File: src/rtl/scr1_imem_sram_bridge.sv
// scr1_imem_sram_bridge: turns the imem request/response handshake into
// single-port synchronous SRAM reads with a fixed read latency. There is at
// most one fetch in flight. The next request is accepted in the same cycle
// that the previous response is returned.

`ifndef SCR1_IMEM_AWIDTH
`define SCR1_IMEM_AWIDTH 32
`endif
`ifndef SCR1_IMEM_DWIDTH
`define SCR1_IMEM_DWIDTH 32
`endif

`ifndef SCR1_MEMIF_TYPES_DEFINED
`define SCR1_MEMIF_TYPES_DEFINED
typedef enum logic {
  SCR1_MEM_CMD_RD = 1'b0,
  SCR1_MEM_CMD_WR = 1'b1
} type_scr1_mem_cmd_e;

typedef enum logic [1:0] {
  SCR1_MEM_RESP_NOTRDY = 2'b00,
  SCR1_MEM_RESP_RDY_OK = 2'b01,
  SCR1_MEM_RESP_RDY_ER = 2'b10
} type_scr1_mem_resp_e;
`endif

module scr1_imem_sram_bridge #(
  parameter int                          SCR1_SRAM_AWIDTH  = 14,
  parameter int                          SCR1_READ_LATENCY = 1,
  parameter logic [`SCR1_IMEM_AWIDTH-1:0] SCR1_BASE_ADDR    = `SCR1_IMEM_AWIDTH'h00010000
) (
  input  logic                          clk,
  input  logic                          rst_n,
  output logic                          imem_req_ack,
  input  logic                          imem_req,
  input  type_scr1_mem_cmd_e            imem_cmd,
  input  logic [`SCR1_IMEM_AWIDTH-1:0]  imem_addr,
  output logic [`SCR1_IMEM_DWIDTH-1:0]  imem_rdata,
  output type_scr1_mem_resp_e           imem_resp,
  output logic                          sram_en,
  output logic [SCR1_SRAM_AWIDTH-1:0]   sram_addr,
  input  logic [31:0]                   sram_rdata
);

  localparam int IAW = `SCR1_IMEM_AWIDTH;

  // One extra bit so the end of a region at the top of the address map
  // does not wrap to zero.
  localparam logic [IAW:0] REGION_BASE = {1'b0, SCR1_BASE_ADDR};
  localparam logic [IAW:0] REGION_END  = REGION_BASE + ((IAW+1)'(1) << (SCR1_SRAM_AWIDTH + 2));
  localparam logic [2:0]   LAT_CNT     = 3'(SCR1_READ_LATENCY);

  typedef enum logic {
    IDLE = 1'b0,
    BUSY = 1'b1
  } state_e;

  state_e     state;
  state_e     state_nxt;
  logic [2:0] lat_cnt;
  logic [2:0] lat_cnt_nxt;
  logic       err_r;
  logic       err_r_nxt;
  logic       req_err_c;
  logic       resp_fire;
  logic       accept;

  // A request is rejected for a non-read command, a misaligned byte address
  // or an address outside the SRAM region.
  function automatic logic req_bad(input type_scr1_mem_cmd_e cmd,
                                   input logic [IAW-1:0]     addr);
    logic [IAW:0] a;
    a = {1'b0, addr};
    return (cmd != SCR1_MEM_CMD_RD) | (addr[1:0] != 2'b00) |
           (a < REGION_BASE) | (a >= REGION_END);
  endfunction

  // Handshake outputs and request decode. The ack is held low while rst_n is
  // asserted so nothing is accepted during an asynchronous reset pulse.
  always_comb begin
    resp_fire    = (state == BUSY) && (lat_cnt == LAT_CNT);
    imem_req_ack = rst_n & ((state == IDLE) | resp_fire);
    accept       = imem_req & imem_req_ack;
    req_err_c    = req_bad(imem_cmd, imem_addr);
    sram_en      = accept & ~req_err_c;
    sram_addr    = imem_addr[SCR1_SRAM_AWIDTH+1:2];
    imem_rdata   = `SCR1_IMEM_DWIDTH'(sram_rdata);
    if (resp_fire) begin
      imem_resp = err_r ? SCR1_MEM_RESP_RDY_ER : SCR1_MEM_RESP_RDY_OK;
    end else begin
      imem_resp = SCR1_MEM_RESP_NOTRDY;
    end
  end

  // Next-state logic: an accept always (re)starts the latency count, even in
  // the cycle that returns the previous response.
  always_comb begin
    state_nxt   = state;
    lat_cnt_nxt = lat_cnt;
    err_r_nxt   = err_r;
    if (accept) begin
      state_nxt   = BUSY;
      lat_cnt_nxt = 3'd1;
      err_r_nxt   = req_err_c;
    end else if (resp_fire) begin
      state_nxt   = IDLE;
    end else if (state == BUSY) begin
      lat_cnt_nxt = lat_cnt + 3'd1;
    end
  end

  // State register; reset drops any in-flight fetch.
  always_ff @(posedge clk or negedge rst_n) begin
    if (!rst_n) begin
      state   <= IDLE;
      lat_cnt <= 3'd0;
      err_r   <= 1'b0;
    end else begin
      state   <= state_nxt;
      lat_cnt <= lat_cnt_nxt;
      err_r   <= err_r_nxt;
    end
  end

`ifndef SYNTHESIS
  if ((SCR1_READ_LATENCY < 1) || (SCR1_READ_LATENCY > 4)) begin : g_lat_chk
    $error("SCR1_READ_LATENCY must be within 1..4");
  end

  a_req_known : assert property (@(posedge clk) disable iff (!rst_n)
    imem_req |-> !$isunknown({imem_cmd, imem_addr}));
`endif

endmodule

File: config.mk
export PLATFORM = sky130hd
export DESIGN_NAME = scr1_imem_sram_bridge
export DESIGN_NICKNAME = d
export VERILOG_FILES = /design/src/rtl/scr1_imem_sram_bridge.sv
export SDC_FILE = /design/constraint.sdc
export NUM_CORES = 1
export LEC_CHECK = 0
export BUFFER_PORTS_ARGS = -buffer_cell sky130_fd_sc_hd__buf_4
export CORE_MARGIN = 3
export CORE_UTILIZATION = 29
export CTS_BUF_LIST = sky130_fd_sc_hd__clkbuf_4 sky130_fd_sc_hd__clkbuf_8 sky130_fd_sc_hd__clkbuf_16
export DETAILED_ROUTE_END_ITERATION = 12
export PLACE_DENSITY = 0.82
export SLEW_MARGIN = 0
export SYNTH_ARGS = -nofsm -noshare
export SYNTH_HDL_FRONTEND = slang
export SYNTH_SLANG_ARGS = --single-unit
export TNS_END_PERCENT = 10
File: constraint.sdc
create_clock -name clk -period 3.8 [get_ports clk]
set_input_delay 0.19 -clock clk [delete_from_list [all_inputs] [get_ports clk]]
set_output_delay 0.19 -clock clk [all_outputs]
set_load 0.05 [all_outputs]
==> reports/results.tsv <==
metric	value	unit
fin util	27.2	%
IO Count	118	
Crit path top cell by count	buf_4	
dominant synthesized flop cell	dfrtp_1	
Syn-to-layout area delta	-12.3	%
Synth top area share	49.9	%
DRT Pass-1 Iters	3	
Worst Hold Depth	3	
static leakage	0.000295	uW
Post-synth EDFFs	0	
Max stage delay cell, worst path	dlygate4sd3_1	
FMAX	570	MHz
Synth Area in Compound Gates	2.89	%
height of the die	54.8	um
CP endpoint kind	output port	
status	complete, no violations	
IO Port Bufs	25	
max incr delay on CP	530	ps
design area	607	um^2
Buf/Inv on CP	3	
Post-synth ARST share	100	%
commonest cells in the netlist	buf_4, dfrtp_1, nand2_1	
Post-DP Area	569	um^2
RSZ-0062 raised after global routing	no	
Reg clk slew, reported paths	50	ps
Yosys cell types	20	
Critical Path Fanout Max	8	
Final Setup Violations	0	
core area	2230	um^2
sequential area share after synthesis	18.1	%
Top Layer Used	met4	
top post-synthesis cells by area	buf_4, dfrtp_1, ha_1	
data required time of the critical path	3610	ps
DRT met1 WL	354	um
simple-gate portion of the synthesized area	20.6	%
Clock Path Buffers	2	
Site Rows	17	
count leader, synth	buf_4	
worst path cell trace	dlygate4sd3_1 > buf_4 > nand2_1 > nor4b_4 > buf_4	
Seq cells post-synth	5	
syn_nets	147	
Final period util	46.1	%
Avg WL per Cell	13.2	um
Startpoint Class	input pin	
Inserted Clock Buffers	3	
hold path start	imem_req	
worst r2r dst	lat_cnt[2]	
r2r startpoint	lat_cnt[1]	
# H-tree levels	1	
Synth Instances	77	
Hold Crit Class	in2reg	
cell taking the most area after synthesis	buf_4	
slew margin rel.	84.6	%
initial antenna violation count	0	
Antenna Nets Post-Route	0	
initial drt markers	5	
arrival time of the worst setup path	1560	ps
Setup TNS	0	ps
fin nets	132	
Clock Sinks	5	
XOR/XNOR Fraction of Synth Area	0	%
Power Total	145	uW
reg2reg path depth	6	
Hold Vio Cnt, Final	0	
CTS Root Cell	clkbuf_4	
Clock Latency Late Sink	240	ps
Synth Area per Inst	8.99	um^2
number of global-route vias before repair	394	
first-pass GRT wire length	1640	um
die footprint	3010	um^2
GRT Residual Overflow	0	
vias per cell	4.30	
min Tclk post-route	1750	ps
layout cell share with drive strength beyond 1	59.0	%
largest net degree at the start of global routing	9	
CTS tree	done	
met3 routed WL	156	um
peak supply drop	0.0737	mV
post-synthesis adder-cell area fraction	3.62	%
Power Density	239	nW/um^2
Synth Cell Area	692	um^2
Routability Congestion	0.776	
Initial Util	31.0	%
Post-route DRC	0	
die width	54.8	um
total wire length	1170	um
critical setup path kind	in2out	
Worst Tran Pin Value	229	ps
Post-DP HPWL	1020	um
Worst Skew	3.62	ps
YS warnings	0	
routed via count	383	
multiplexer share of the synthesized area	3.80	%
main combinational cell family by area after synthesis	buffers and inverters	
CP delay by family, top	buffers and inverters	
diodes inserted	0	
hold path endpoint	err_r	
Slew Viols, Final	0	
Worst R2R Setup Slack	2380	ps
max cap viols	0	
met2 wire len	647	um
GRT Overall Usage	7.93	%
==> routing by layer <==
metal / up-vias / track usage (%)
met5: - / 0
met4: 0 / 9.13
met3: 6 / 4.36
met2: 28 / 12.6
met1: 174 / 6.35
li1: 175 / -
==> registers in the layout (all words and copies together) (netlist names) <==
signal   flops
lat_cnt      3
err_r        1
state        1
==> where the power goes <==
| group | internal [uW] | total [uW] | leakage [uW] | switching [uW] |
|---|---|---|---|---|
| sequential | 54.0 | 54.6 | 0.0000583 | 0.662 |
| combinational | 18.2 | 29.9 | 0.000219 | 11.7 |
| clock | 38.1 | 60.6 | 0.0000177 | 22.5 |
==> tightest hold or removal path: cells and delay by family <==
family | cells | cell delay [ps]
and+or+nand+nor | 1 | 80
AOI/OAI and AO/OA | 1 | 70
buffers and inverters | 1 | 80
==> how the worst max path moves through the flow <==
stage / start / end / depth (start not counted)
after global routing: rst_n / sram_en / 5
after CTS: rst_n / sram_en / 5
after global placement: lat_cnt[1] / sram_en / 6
final: rst_n / sram_en / 5
after detailed placement: lat_cnt[1] / sram_en / 6
after floorplan: lat_cnt[1] / imem_resp[0] / 4
==> logic make-up after synthesis <==
group,Yosys count
DFF,5
muxes,2
AOI/OAI and AO/OA,3
and+or+nand+nor,17
buffers and inverters,48
adders and majority gates,2
==> cell usage in the layout, fill, tap and decap left out <==
cell type       n
buf_4          25
nor4_1          2
ha_1            2
mux2_2          1
mux2_4          1
clkinv_2        1
inv_1           2
o22ai_1         1
dlygate4sd3_1   1
nand2_1         3
nor2_1          2
a21o_1          1
and4b_1         1
clkbuf_4        3
nand2_4         1
nor4b_4         1
nor3b_1         2
nand4_1         1
a31oi_1         1
nor4_2          2
dfrtp_1         5
and2_1          1
nand2b_4        1
==> area by class of cell <==
| type | count | area, um^2 |
|---|---|---|
| inverter | 2 | 7.51 |
| sequential | 5 | 125 |
| tap | 28 | 35.0 |
| fill | 243 | 1630 |
| multi-input combinational | 24 | 214 |
| timing repair buffer | 26 | 198 |
| clock buffer | 3 | 22.5 |
| clock inverter | 1 | 5.00 |
==> per-stage QoR <==
step                std cells  hold WS [ps]  setup slack (ps)
finish                     89           222              2050
global placement           84          2.40              2370
CTS                        89           216              2030
detailed placement         84          6.64              2340
global route               89           220              1970
floorplan                  77          -106              1750
==> what timing repair did <==
item | 4_1_cts | 5_1_grt
hold buffers | 1 | 0
buffers inserted | 0 | 0
endpoints found under the hold margin | 5 | 0
gates resized for setup | 0 | 0
Power figures use the tool's default switching activity.
